`src/rtl/rv32e_pkg.sv`:
```
// Shared RV32E definitions used by the fetch front-end and the core.
package rv32e_pkg;

  localparam int XLEN       = 32;
  localparam int ILEN       = 32;
  localparam int INST_BYTES = 4;

  localparam logic [XLEN-1:0] PC_ALIGN_MASK = 32'hFFFF_FFFC;

  // One prefetch queue entry: the word and the address it was fetched from.
  typedef struct packed {
    logic [XLEN-1:0] pc;
    logic [ILEN-1:0] inst;
  } fetch_entry_t;

  // Force an address onto an instruction word boundary.
  function automatic logic [XLEN-1:0] align_pc(input logic [XLEN-1:0] pc);
    return pc & PC_ALIGN_MASK;
  endfunction

endpackage

```
`src/rtl/rv32e_fetch_fifo.sv`:
```
// Synchronous first-word-fall-through queue for fetched {pc, inst} entries.
// Flush empties the queue and overrides push and pop in the same cycle.
module rv32e_fetch_fifo
  import rv32e_pkg::*;
#(
  parameter int WIDTH = XLEN + ILEN,
  parameter int DEPTH = 4,
  localparam int AW = $clog2(DEPTH),
  localparam int CW = AW + 1
) (
  input  logic             clk,
  input  logic             reset,
  input  logic             push,
  input  logic [WIDTH-1:0] push_data,
  input  logic             pop,
  input  logic             flush,
  output logic [WIDTH-1:0] head_data,
  output logic [CW-1:0]    count
);

  localparam logic [AW-1:0] PTR_ONE  = AW'(1);
  localparam logic [CW-1:0] CNT_ONE  = CW'(1);
  localparam logic [CW-1:0] CNT_FULL = CW'(DEPTH);

  logic [WIDTH-1:0] mem_r [DEPTH];
  logic [AW-1:0]    wr_ptr_r;
  logic [AW-1:0]    rd_ptr_r;
  logic [CW-1:0]    count_r;
  logic             pop_ok_s;
  logic             push_ok_s;

  // Qualify push/pop: never pop empty, never push into a full queue unless it drains.
  always_comb begin
    pop_ok_s  = 1'b0;
    push_ok_s = 1'b0;
    if (flush) begin
      pop_ok_s  = 1'b0;
      push_ok_s = 1'b0;
    end else begin
      pop_ok_s  = pop && (count_r != '0);
      push_ok_s = push && ((count_r != CNT_FULL) || pop_ok_s);
    end
  end

  // Storage array; cleared on reset so the head reads zero when idle.
  always_ff @(posedge clk) begin
    if (!reset) begin
      for (int i = 0; i < DEPTH; i++) begin
        mem_r[i] <= '0;
      end
    end else if (push_ok_s) begin
      mem_r[wr_ptr_r] <= push_data;
    end
  end

  // Pointers and occupancy.
  always_ff @(posedge clk) begin
    if (!reset) begin
      wr_ptr_r <= '0;
      rd_ptr_r <= '0;
      count_r  <= '0;
    end else if (flush) begin
      wr_ptr_r <= '0;
      rd_ptr_r <= '0;
      count_r  <= '0;
    end else begin
      if (push_ok_s) begin
        wr_ptr_r <= wr_ptr_r + PTR_ONE;
      end
      if (pop_ok_s) begin
        rd_ptr_r <= rd_ptr_r + PTR_ONE;
      end
      if (push_ok_s && !pop_ok_s) begin
        count_r <= count_r + CNT_ONE;
      end else if (!push_ok_s && pop_ok_s) begin
        count_r <= count_r - CNT_ONE;
      end
    end
  end

  assign head_data = mem_r[rd_ptr_r];
  assign count     = count_r;

endmodule

```
`src/rtl/rv32e_fetch_unit.sv`:
```
// Instruction fetch front-end: issues sequential word reads, buffers
// responses with their PCs, and discards wrong-path words on redirect.
// Requests are credit limited so queued plus in-flight words never exceed
// DEPTH, which guarantees every accepted response has a free queue slot.
module rv32e_fetch_unit
  import rv32e_pkg::*;
#(
  parameter int              DEPTH    = 4,
  parameter logic [XLEN-1:0] RESET_PC = 32'h0000_0000
) (
  input  logic            clk,
  input  logic            reset,
  output logic            mem_req_valid,
  input  logic            mem_req_ready,
  output logic [XLEN-1:0] mem_req_addr,
  input  logic            mem_rsp_valid,
  input  logic [ILEN-1:0] mem_rsp_data,
  input  logic            redirect_valid,
  input  logic [XLEN-1:0] redirect_pc,
  output logic            inst_valid,
  input  logic            inst_ready,
  output logic [ILEN-1:0] inst_data,
  output logic [XLEN-1:0] inst_pc
);

  localparam int CW = $clog2(DEPTH) + 1;
  localparam int SW = CW + 1;

  localparam logic [CW-1:0]   CNT_ONE  = CW'(1);
  localparam logic [SW-1:0]   CREDIT   = SW'(DEPTH);
  localparam logic [XLEN-1:0] PC_STEP  = XLEN'(INST_BYTES);

  logic [XLEN-1:0] fetch_pc_r;
  logic [XLEN-1:0] rsp_pc_r;
  logic [CW-1:0]   inflight_r;
  logic [CW-1:0]   discard_r;

  logic [CW-1:0]   count_s;
  fetch_entry_t    head_s;
  fetch_entry_t    push_entry_s;
  logic            req_valid_s;
  logic            req_fire_s;
  logic            rsp_fire_s;
  logic            push_s;
  logic            pop_s;
  logic [CW-1:0]   inflight_nxt_s;
  logic [CW-1:0]   discard_nxt_s;

  // Request credit: queued words plus outstanding reads must stay below DEPTH.
  always_comb begin
    req_valid_s = 1'b0;
    if (!reset) begin
      req_valid_s = 1'b0;
    end else begin
      req_valid_s = ({1'b0, count_s} + {1'b0, inflight_r}) < CREDIT;
    end
  end

  assign req_fire_s = req_valid_s && mem_req_ready;
  assign rsp_fire_s = mem_rsp_valid && (inflight_r != '0);

  // In-flight count after this cycle's request and response.
  always_comb begin
    inflight_nxt_s = inflight_r;
    if (req_fire_s && !rsp_fire_s) begin
      inflight_nxt_s = inflight_r + CNT_ONE;
    end else if (!req_fire_s && rsp_fire_s) begin
      inflight_nxt_s = inflight_r - CNT_ONE;
    end else begin
      inflight_nxt_s = inflight_r;
    end
  end

  // Response routing: redirect marks every outstanding read as wrong-path,
  // otherwise drop while discards are pending, else push into the queue.
  always_comb begin
    push_s        = 1'b0;
    discard_nxt_s = discard_r;
    if (redirect_valid) begin
      push_s        = 1'b0;
      discard_nxt_s = inflight_nxt_s;
    end else if (rsp_fire_s) begin
      if (discard_r != '0) begin
        push_s        = 1'b0;
        discard_nxt_s = discard_r - CNT_ONE;
      end else begin
        push_s        = 1'b1;
        discard_nxt_s = discard_r;
      end
    end else begin
      push_s        = 1'b0;
      discard_nxt_s = discard_r;
    end
  end

  assign pop_s = inst_valid && inst_ready && !redirect_valid;

  assign push_entry_s = '{pc: rsp_pc_r, inst: mem_rsp_data};

  rv32e_fetch_fifo #(
    .WIDTH ($bits(fetch_entry_t)),
    .DEPTH (DEPTH)
  ) u_fifo (
    .clk       (clk),
    .reset     (reset),
    .push      (push_s),
    .push_data (push_entry_s),
    .pop       (pop_s),
    .flush     (redirect_valid),
    .head_data (head_s),
    .count     (count_s)
  );

  // Fetch and response PC tracking; redirect overrides sequential advance.
  always_ff @(posedge clk) begin
    if (!reset) begin
      fetch_pc_r <= RESET_PC;
      rsp_pc_r   <= RESET_PC;
    end else if (redirect_valid) begin
      fetch_pc_r <= align_pc(redirect_pc);
      rsp_pc_r   <= align_pc(redirect_pc);
    end else begin
      if (req_fire_s) begin
        fetch_pc_r <= fetch_pc_r + PC_STEP;
      end
      if (push_s) begin
        rsp_pc_r <= rsp_pc_r + PC_STEP;
      end
    end
  end

  // Outstanding-read and wrong-path discard counters.
  always_ff @(posedge clk) begin
    if (!reset) begin
      inflight_r <= '0;
      discard_r  <= '0;
    end else begin
      inflight_r <= inflight_nxt_s;
      discard_r  <= discard_nxt_s;
    end
  end

  assign mem_req_valid = req_valid_s;
  assign mem_req_addr  = fetch_pc_r;
  assign inst_valid    = (count_s != '0);
  assign inst_data     = head_s.inst;
  assign inst_pc       = head_s.pc;

endmodule
```
`config.mk`:
```
export PLATFORM = sky130hd
export DESIGN_NAME = rv32e_fetch_unit
export DESIGN_NICKNAME = d
export VERILOG_FILES = /design/src/rtl/rv32e_pkg.sv /design/src/rtl/rv32e_fetch_fifo.sv /design/src/rtl/rv32e_fetch_unit.sv
export SDC_FILE = /design/constraint.sdc
export NUM_CORES = 1
export LEC_CHECK = 0
export ABC_AREA = 1
export CAP_MARGIN = 10
export CORE_MARGIN = 5
export CORE_UTILIZATION = 40
export CTS_BUF_LIST = sky130_fd_sc_hd__clkbuf_16
export DETAILED_ROUTE_END_ITERATION = 7
export PLACE_DENSITY = 0.61
export SLEW_MARGIN = 20
export SYNTH_ARGS = -nofsm -noshare
export SYNTH_HDL_FRONTEND = slang
export SYNTH_HIERARCHICAL = 1
export SYNTH_SLANG_ARGS = --single-unit
```
`constraint.sdc`:
```
create_clock -name clk -period 8.5 [get_ports clk]
set_input_delay 0.85 -clock clk [delete_from_list [all_inputs] [get_ports clk]]
set_output_delay 0.85 -clock clk [all_outputs]
set_load 0.03 [all_outputs]
```
# Yosys cells after proc, flatten, opt, wreduce, memory -nomap -nowiden
# Memories as Yosys holds them, arrays and structs flattened. A register that Yosys moved wholly into a read port is not among the register bits.
# Index checks and enable logic that the tools add are counted.
classes:
  addsub: 10
  n_lt_le_gt_ge: 1
  reduce_logical: 27
  n_eq_ne: 1
  bitwise_logic: 1
  n_mux: 26
ops:
  columns: ["op", "count"]
  rows:
  - ["two-way mux 32 bit", 4]
  - ["adder 32 x 3 -> 32 bit (second input constant)", 2]
  - ["two-way mux 64 bit", 1]
  - ["OR reduction 64 bit", 1]
  - ["two-way mux 3 bit", 7]
  - ["two-way mux 1 bit", 11]
  - ["logical AND 1 bit", 10]
  - ["nonzero test 2 bit", 5]
  - ["nonzero test 3 bit", 3]
  - ["subtractor 3 x 1 -> 3 bit (second input constant)", 3]
  - ["adder 3 x 1 -> 3 bit (second input constant)", 2]
  - ["two-way mux 2 bit", 3]
  - ["zero test 1 bit", 5]
  - ["adder 2 x 1 -> 2 bit (second input constant)", 2]
  - ["adder 3 x 3 -> 4 bit", 1]
  - ["less-than comparator 4 x 3 -> 1 bit (second input constant)", 1]
  - ["!= test 3 bit (second input constant)", 1]
  - ["AND reduction 2 bit", 1]
  - ["OR reduction 2 bit", 1]
  - ["logical OR 1 bit", 1]
  - ["inverter 1 bit", 1]
word_totals:
  memories: 1
  register_bits: 77
  word_cells: 76
  ramBits: 256
memory_table:
  columns: ["memory", "words", "width", "read_ports", "rd_ports_with_merged_regs", "wr", "line_no", "source"]
  rows:
  - ["u_fifo.mem_r", 4, 64, 1, 1, 4, "rv32e_fetch_fifo.sv:25", "logic [WIDTH-1:0] mem_r [DEPTH];"]

# Longest topological paths before layout
depth:
  word_depth: 12
  ltp_mapped: 21
  mapped_depth_nobuf: 19

# By module
# Netlist, hierarchy kept.
by_module_without_submodules:
  columns: ["module", "cells_per_inst", "instances", "area_each_um2", "seq_area_each_um2"]
  rows:
  - ["rv32e_fetch_fifo", 1056, 1, 11887.7, 7867.5]
  - ["rv32e_fetch_unit", 768, 1, 4533.1, 1321.3]

# Worst setup path after synthesis
# No wires, ideal clock.
synth_timing:
  kind: "input to register"
  from: "input redirect_valid"
  to: "memory u_fifo/mem_r[2][0] (netlist name) (enable)"
  cell_stages: 9
  path_slack_ns: 1.470
  setup_ns: 0.574
  arrival_time_ns: 6.456
  path_buffers: 2
  path_cell_list: "buf_2 inv_1 clkbuf_1 nand2_1 nor2_1 nor2_1 nand2_2 nand3_1 o21ai_0"
synth_lines:
  columns: ["item", "line_no", "source"]
  rows:
  - ["start: declaration", "rv32e_fetch_unit.sv:18", "input logic redirect_valid,"]
  - ["end: declaration", "rv32e_fetch_fifo.sv:25", null]

==> reports/metrics.yaml <==
run_status: "completed"
rrSetupSlack_ns: 4.18
required_ns: 8.65
wl_per_cell_um: 18.4
relSlewSlack: 0.273
power-per-cell-area_nw_per_um2: 202
tns_ns: 0
finClkSkew_ns: 0.0202
grt_pass1_vias: 13000
yosysSeqAreaShare: 0.560
hold_violations: 0
syn2layout_area_growth_pct: 18.5
antenna_cells: 0
holdWs_ns: 0.513
cts.sinks: 331
track_usage: 0.198
tightest_slew_ns: 1.09
drtAntennaViolNets: 0
start_kind: "primary input"
critPathLaunch: "redirect_valid"
peakVddDrop_uv: 154
postCtsHoldBufs: 0
grt_pass1_wl_mm: 71.6
multiInputGateArea_um2: 6100
boundaryPins: 168
yosysWarningCount: 6
seqCellArea_um2: 9190
fmax_mhz: 204
post_cts_buffers: 0
drc: 0
crit_path_cell_trace: "buf_2, buf_4, inv_1, nand2_1, nor2_1, nor2_1, nand2_2, nand4_4, nand2_2, buf_4"
fin_nets: 2024
maxSlewViolCount: 0
cts_resized: 0
path_clk_slew_ns: 0.06
min_path_type: "flop to flop"
via_count: 13300
ys_ff_latch: 331
reg2reg_to: "u_fifo/mem_r[2][10]$_SDFFCE_PN0P_"
period_needed_ns: 4.90
clk_latency_ns: 0.53
viasPerCell: 5.33
gp_congestion: 0.884
path_class: "primary input to flop"
final_core_util: 0.477
finalCritPeriodShare: 0.576
syn_area_um2: 16400
dp_hpwl_mm: 28.1
crit_family: "simple AND/OR/NAND/NOR gates"
grt_overflow: 0
num_rows: 74
dr.pass1.iters: 5
cts_root_buf: "clkbuf_16"
hold_depth: 2
cellLeakagePower_uw: 0.00724
reg2reg_depth: 12
cts_buffer_depth: 3
grt_max_degree: 99
cts_buffers: 37
die-area_um2: 45200
antenna_found_initial: 0
rsz0062_at_grt: "false"
async_flop_share: 0
routed_wl_mm: 45.9
die-width_um: 213
cp_data_arrival_time_ns: 5.04
r2r-start: "inflight_r[0]$_SDFF_PN0_"
total_power_uw: 3930
place_area_um2: 18400
cts_tree: "done"
final_cell_area_um2: 19500
io_buffers: 163
syn_inst: 1824
final_layout_size_suffix_gt1_frac: 0.0853
htreeDepth: 2
dieHeight_um: 213
syn_area_per_cell_um2: 9.00
worstSetupEndpointType: "flop"
floorplan.initialDensity: 0.403
crit_path_max_incr_delay_ns: 0.85
critical_path.slowest_cell: "nand4_4"
cp_max_fo: 46
core_area_um2: 40700
final-setup-viol-count: 0
synth_cell_types: 41
min-delay-start: "u_fifo/rd_ptr_r[1]$_SDFFE_PP0P_"
crit_buf_inv: 4
synth_edf_count: 256
max_cap_violations: 0
fillCellCount: 3867
drtIter0Drc: 991
synthFlopType: "edfxtp_1"
stage by stage:
stage / worst slack, ns / cells
2_1_floorplan: 1.47 / 1827
5_1_grt: 3.32 / 2502
3_5_place_dp: 3.04 / 2436
4_1_cts: 3.56 / 2502
3_3_place_gp: 3.03 / 2436
6_report: 3.60 / 2502
cells by family (layout without fill, tap and decap cells):
logic type               Yosys count  in the layout  share of synthesized area
AO/OA/AOI/OAI                    313            313                      0.103
AND/OR/NAND/NOR                  882            882                      0.248
adder cells (fa/ha/maj)           11             11                    0.00884
buffers and inverters            272            415                     0.0724
flip-flops                       331            331                      0.560
XOR/XNOR                          14             14                    0.00747
other                              1              4                   0.000228
registers in the layout, indices dropped and copies added, names as in the netlist, named ones only:
| register | flops |
|---|---|
| mem_req_addr | 30 |
| u_fifo/rd_ptr_r | 2 |
| inflight_r | 3 |
| u_fifo/wr_ptr_r | 2 |
| rsp_pc_r | 30 |
| u_fifo/mem_r | 256 |
| discard_r | 3 |
| u_fifo/count | 3 |
routing by layer:
layer  global-route usage  vias to the layer above  wire (um)
met3               0.0272                       82       2920
met1                0.271                     6351      20000
met5                    0                        -          0
li1                     -                     6431          -
met2                0.331                      462      21700
met4               0.0614                        0       1350
cell usage after synthesis, types with 5 or more instances:
| cell type | instances | area [um^2] |
|---|---|---|
| a21oi_1 | 49 | 245 |
| a31oi_1 | 20 | 125 |
| buf_2 | 43 | 215 |
| buf_6 | 12 | 135 |
| clkbuf_1 | 37 | 139 |
| dfxtp_1 | 75 | 1500 |
| edfxtp_1 | 256 | 7690 |
| ha_1 | 10 | 125 |
| inv_1 | 161 | 604 |
| inv_2 | 5 | 18.8 |
| nand2_1 | 272 | 1020 |
| nand3_1 | 69 | 345 |
| nand4_1 | 31 | 194 |
| nor2_1 | 379 | 1420 |
| nor2_2 | 5 | 31.3 |
| nor3_1 | 37 | 185 |
| nor3_2 | 71 | 711 |
| o21ai_0 | 168 | 841 |
| o22ai_1 | 66 | 413 |
| or2_2 | 5 | 31.3 |
| xor2_1 | 13 | 114 |
cells in the final DEF, fill, tap and decap left out, types with 37 or more instances in the layout:
cell             synthesis  routed
nand3_1                 69      69
o21ai_0                168     166
nor3_1                  37      37
o22ai_1                 66      66
edfxtp_1               256     256
clkbuf_16                0      37
nor3_2                  71      71
nand2_1                272     269
nor2_1                 379     379
dfxtp_1                 75      73
clkdlybuf4s50_1          0     162
a21oi_1                 49      49
inv_1                  161     174
worst register-to-register path: stages (launching register included):
cell and delay (ns):
dfxtp_1 0.38, inv_1 0.08, ha_1 0.20, ha_1 0.19, nor2_2 0.17, inv_1 0.09
nor2_4 0.23, nand2_1 0.17, inv_1 0.16, buf_4 0.50, nand3_1 0.36, o21ai_4 0.64
buf_4 0.75
worst max-delay path by stage:
stage / to / depth (start not counted)
3_5_place_dp: u_fifo/mem_r[1][26]$_SDFFCE_PN0P_ / 10
4_1_cts: u_fifo/mem_r[1][16]$_SDFFCE_PN0P_ / 10
3_3_place_gp: u_fifo/mem_r[1][26]$_SDFFCE_PN0P_ / 10
2_1_floorplan: u_fifo/mem_r[2][0]$_SDFFCE_PN0P_ / 9
6_report: u_fifo/mem_r[1][43]$_SDFFCE_PN0P_ / 10
5_1_grt: u_fifo/mem_r[1][16]$_SDFFCE_PN0P_ / 10
layout make-up:
cell class,instances,area share
Sequential cell,331,0.473
Clock buffer,37,0.0476
Clock inverter,29,0.00907
Timing Repair Buffer,180,0.0902
Tap cell,532,0.0342
Multi-Input combinational cell,1224,0.313
Inverter,169,0.0329
where the power goes:
group / internal (uW) / switching, uW
registers: 1840 / 65.9
logic: 178 / 392
clock network: 824 / 639
total: 2840 / 1100
Power figures use the tool's default switching activity.
